[src/rtl/int_sync_gateway.sv]
// int_sync_gateway: level-interrupt gateway with one IDLE/PENDING/INFLIGHT FSM per
// source, fixed-priority claim (lowest index wins) and ID-addressed completion.
//
// Optional build macro: INT_SYNC_GATEWAY_INPUT_SYNC_EN
//   - defined:   io_int_in passes through a 2-flop synchronizer per bit, so an
//                input edge reaches io_pending after 3 cycles.
//   - undefined: io_int_in is sampled directly, so io_pending follows after 1 cycle.
//
// Handshake semantics:
//   claim    : io_claim_valid is presented from registers only. A claim is accepted
//              on a rising edge where io_claim_valid && io_claim_ready. On that edge
//              the source named by io_claim_id moves PENDING -> INFLIGHT. When
//              io_claim_valid is low, io_claim_ready has no effect.
//   complete : io_complete_valid is a one-cycle command with no back-pressure. It
//              acts only if io_complete_id names a source that is INFLIGHT on that
//              edge. Otherwise it is dropped.
//
// FSM visibility: io_pending and io_inflight together are the full per-source
// state encoding. Both low means IDLE.
module int_sync_gateway #(
    parameter int NUM_INT = 2,
    parameter int IDW     = 2
) (
    input  logic               clock,
    input  logic               reset,
    input  logic [NUM_INT-1:0] io_int_in,
    output logic               io_claim_valid,
    output logic [IDW-1:0]     io_claim_id,
    input  logic               io_claim_ready,
    input  logic               io_complete_valid,
    input  logic [IDW-1:0]     io_complete_id,
    output logic [NUM_INT-1:0] io_pending,
    output logic [NUM_INT-1:0] io_inflight
);

    typedef enum logic [1:0] {
        ST_IDLE     = 2'd0,
        ST_PENDING  = 2'd1,
        ST_INFLIGHT = 2'd2
    } state_t;

    state_t             state_q [NUM_INT];
    logic [NUM_INT-1:0] int_s;
    logic [IDW-1:0]     grant_id;
    logic               claim_fire;

`ifdef INT_SYNC_GATEWAY_INPUT_SYNC_EN
    logic [NUM_INT-1:0] sync1_q;
    logic [NUM_INT-1:0] sync2_q;

    // Two-flop synchronizer on every interrupt line, cleared by reset.
    always_ff @(posedge clock) begin
        if (reset) begin
            sync1_q <= '0;
            sync2_q <= '0;
        end else begin
            sync1_q <= io_int_in;
            sync2_q <= sync1_q;
        end
    end

    assign int_s = sync2_q;
`else
    assign int_s = io_int_in;
`endif

    // Decode the state registers into the per-source status vectors.
    always_comb begin
        io_pending  = '0;
        io_inflight = '0;
        for (int i = 0; i < NUM_INT; i++) begin
            io_pending[i]  = (state_q[i] == ST_PENDING);
            io_inflight[i] = (state_q[i] == ST_INFLIGHT);
        end
    end

    // Fixed-priority arbiter. Scanning downward lets the lowest pending index win.
    always_comb begin
        grant_id = '0;
        for (int i = NUM_INT - 1; i >= 0; i--) begin
            if (io_pending[i]) begin
                grant_id = IDW'(i + 1);
            end
        end
    end

    assign io_claim_valid = |io_pending;
    assign io_claim_id    = grant_id;
    assign claim_fire     = io_claim_valid && io_claim_ready;

    // Per-source FSMs: latch interrupts, hand the winner over on claim, retire on complete.
    always_ff @(posedge clock) begin
        if (reset) begin
            for (int i = 0; i < NUM_INT; i++) begin
                state_q[i] <= ST_IDLE;
            end
        end else begin
            for (int i = 0; i < NUM_INT; i++) begin
                case (state_q[i])
                    ST_IDLE: begin
                        if (int_s[i]) begin
                            state_q[i] <= ST_PENDING;
                        end
                    end
                    ST_PENDING: begin
                        // Only the single granted source moves on a claim.
                        if (claim_fire && (grant_id == IDW'(i + 1))) begin
                            state_q[i] <= ST_INFLIGHT;
                        end
                    end
                    ST_INFLIGHT: begin
                        // The input is ignored here. A still-high line re-pends
                        // after one IDLE cycle.
                        if (io_complete_valid && (io_complete_id == IDW'(i + 1))) begin
                            state_q[i] <= ST_IDLE;
                        end
                    end
                    default: begin
                        state_q[i] <= ST_IDLE;
                    end
                endcase
            end
        end
    end

endmodule

[config.mk]
export PLATFORM = sky130hd
export DESIGN_NAME = int_sync_gateway
export DESIGN_NICKNAME = d
export VERILOG_FILES = /design/src/rtl/int_sync_gateway.sv
export SDC_FILE = /design/constraint.sdc
export NUM_CORES = 1
export LEC_CHECK = 0
export BUFFER_PORTS_ARGS = -buffer_cell sky130_fd_sc_hd__buf_4
export CORE_AREA = 2 2 39 41
export CTS_CLUSTER_DIAMETER = 80
export DETAILED_ROUTE_END_ITERATION = 10
export DIE_AREA = 0 0 41 43
export GPL_TIMING_DRIVEN = 0
export HOLD_SLACK_MARGIN = 0.03
export MAX_ROUTING_LAYER = met4
export PLACE_DENSITY = 0.47
export RECOVER_POWER = 50
export SYNTH_ARGS = -nofsm -noshare
export SYNTH_HDL_FRONTEND = slang
export SYNTH_SLANG_ARGS = --single-unit
[constraint.sdc]
create_clock -name clock -period 1.75 [get_ports clock]
set_clock_uncertainty 0.2 [all_clocks]
set_input_delay 0.175 -clock clock [delete_from_list [all_inputs] [get_ports clock]]
set_output_delay 0.175 -clock clock [all_outputs]
set_load 0.05 [all_outputs]
==> results.json <==
{
  "die_y_um": 43,
  "hold_start": "io_int_in[1]",
  "largest_reg_flops": 4,
  "final_cell_mix": "14 x buf_4, 3 x and3_1, 3 x clkbuf_4, 3 x clkbuf_2, 3 x edfxtp_1",
  "arrival_ns": 1.27,
  "largestRegisters": "state_q (4)",
  "core-area_um2": 1380,
  "p_leak_uw": 0.000245,
  "ys_ff_latch": 4,
  "grt_max_degree": 7,
  "grt_pass1_vias": 267,
  "clockBufferDepth": 2,
  "diodes": 0,
  "clock_sinks": 4,
  "cap_violations": 0,
  "drv_slew": 0,
  "p_int_uw": 333,
  "final-hold-violation-count": 0,
  "regMostFlops": "state_q",
  "holdPathStages": 3,
  "worstSkewPairLatency_ns": 0.23,
  "crit_buf_inv": 2,
  "dieArea_um2": 1760,
  "cts_root_buffer": "clkbuf_4",
  "synth_cells": 32,
  "worst_ir_drop_vdd_mv": 0.427,
  "dpl.cell_count": 62,
  "cp_max_fo": 5,
  "final_cell_count_no_fill": 69,
  "ant_nets": 0,
  "slowest_stage": "edfxtp_1",
  "crit_start": "state_q[0][1]",
  "grt_pass1_wl_um": 1100,
  "cts_buffers": 3,
  "fillers": 144,
  "swShare": 0.427,
  "crit_family": "flip-flops",
  "drtIter0Drc": 14,
  "routed-via-count": 317,
  "start_util": 0.212,
  "p_clk_frac": 0.211,
  "required_ns": 1.37,
  "drt_pre_antenna_iters": 4,
  "ys_warn_count": 0,
  "reg2reg_from": "state_q[0][0]",
  "numPortBuffers": 14,
  "grt_usage": 0.0928,
  "layout_setup_ws_ns": 0.106,
  "dp_slack_ns": 0.203,
  "rsz0062_at_grt": "false",
  "power_density_nw_per_um2": 1210,
  "r2r.worst_path.cells": 4,
  "fp-row-count": 14,
  "yosys.cell_types.count": 24,
  "seq_power_share": 0.256,
  "wl_per_cell_um": 9.77,
  "clkSlewWorstSetupHoldPaths_ns": 0.04,
  "via_per_inst": 4.59,
  "num_io_pins": 15,
  "dpl.hpwl_um": 533,
  "r2r-end": "state_q[0][1]",
  "critPathMaxStageDelay_ns": 0.41,
  "mostFrequentLayoutCell": "buf_4",
  "setup_viol": 0,
  "antenna_found_initial": 0,
  "fin_nets": 62,
  "r2r_setup_slack_ns": 0.16,
  "gp_congestion": 0.722,
  "power_frac_comb": 0.533,
  "drt_wl_total_um": 674,
  "min_to": "state_q[1][0]",
  "syn_area_um2": 294,
  "drive_gt1_frac": 0.491,
  "die_w_um": 41,
  "fin_setup_tns_ns": 0,
  "crit_chain": "nand2b_4 > inv_2 > or2_1 > buf_4",
  "startpoint_type": "flip-flop",
  "seq_area_frac_synth": 0.374,
  "drcViolationCount": 0,
  "synth_nets": 40,
  "avgSynthCellArea_um2": 9.19,
  "cts_tree": "yes",
  "p_switching_uw": 248,
  "cts_max_level": 1,
  "tightest_slew_ns": 0.277,
  "fin_crit_ns": 1.64,
  "fin_crit_sh": 0.939,
  "slew_headroom": 0.816,
  "grt_overflow": 0,
  "hp-class": "in2reg",
  "outcome": "finished, final reports clean",
  "path_class": "reg2out",
  "fmax_ghz": 0.608,
  "area_growth_pct": 63.8,
  "endpoint_kind": "primary output"
}
## cell usage after synthesis (all sizes together)
| library cell | number | area [um^2] |
|---|---|---|
| and2b | 1 | 8.76 |
| mux2i | 1 | 10.0 |
| inv | 3 | 11.3 |
| nor2b | 3 | 21.3 |
| or3b | 1 | 11.3 |
| or2 | 2 | 12.5 |
| nand3b | 1 | 7.51 |
| buf | 1 | 7.51 |
| nand2b | 1 | 6.26 |
| a22oi | 1 | 7.51 |
| and3b | 1 | 8.76 |
| dfxtp | 1 | 20.0 |
| nor4 | 1 | 6.26 |
| nor2 | 1 | 3.75 |
| nand4 | 1 | 6.26 |
| and2 | 1 | 6.26 |
| o21ai | 2 | 10.0 |
| edfxtp | 3 | 90.1 |
| nand3 | 1 | 5.00 |
| o211a | 1 | 10.0 |
| and3 | 3 | 18.8 |
| a21oi | 1 | 5.00 |
## logic make-up (layout without fill, tap and decap cells)
group | Yosys count | in the layout | share of synthesized area
muxes | 1 | 1 | 0.0340
AOI/OAI and AO/OA | 5 | 5 | 0.111
DFF | 4 | 4 | 0.374
and+or+nand+nor | 18 | 18 | 0.417
buffers and inverters | 4 | 25 | 0.0638
## power groups by stage
stage	Combinational (uW)	Sequential (uW)	Clock (uW)
final	310	149	122
after global routing	331	152	130
after CTS	291	150	124
after detailed placement	289	151	0
after global placement	289	152	0
after floorplan	213	145	0
## what timing repair did
action                     in CTS  in global routing
hold endpoints to repair        1                  0
setup endpoints to repair       0                  1
hold buffers                    1                  0
gates resized for setup         0                  1
setup buffers                   0                  2
## worst max path at each step
| stage | endpoint | slack, ns | cells past startpoint |
|---|---|---|---|
| floorplan | state_q[1][1] | 0.08 | 3 |
| global placement | state_q[0][0] | 0.22 | 3 |
| detailed placement | state_q[0][0] | 0.20 | 3 |
| CTS | io_claim_valid | 0.02 | 4 |
| global route | io_claim_valid | 0.04 | 4 |
| finish | io_claim_valid | 0.11 | 4 |
## area by class of cell
cell class	instances	area (um^2)	share of cell area
buffer	1	7.51	0.0156
clock buffer	4	26.3	0.0545
inverter	3	11.3	0.0234
multi-input combinational	24	184	0.382
sequential	4	110	0.229
tap	16	20.0	0.0416
timing repair buffer	17	123	0.255
## routing by layer
metal / vias up / GRT usage / wire (um)
met3: 2 / 0.0157 / 43
met2: 16 / 0.131 / 325
met4: 0 / 0.0600 / 14
met5: - / - / 0
met1: 140 / 0.117 / 290
li1: 159 / - / -
## per-stage QoR
step           utilization  total power [uW]  instance area (um^2)  hold slack, ns
2_1_floorplan            -               359                   308          0.0519
3_3_place_gp         0.313               441                   433           0.169
3_5_place_dp         0.313               440                   433           0.171
4_1_cts              0.339               565                   469          0.0489
5_1_grt              0.348               613                   482           0.107
6_report             0.348               581                   482          0.0462
## worst min-delay path, cell delays in order
cell and delay (ns):
buf_4 0.11, nor2_1 0.08, nor4_1 0.05
Power figures use the tool's default switching activity.
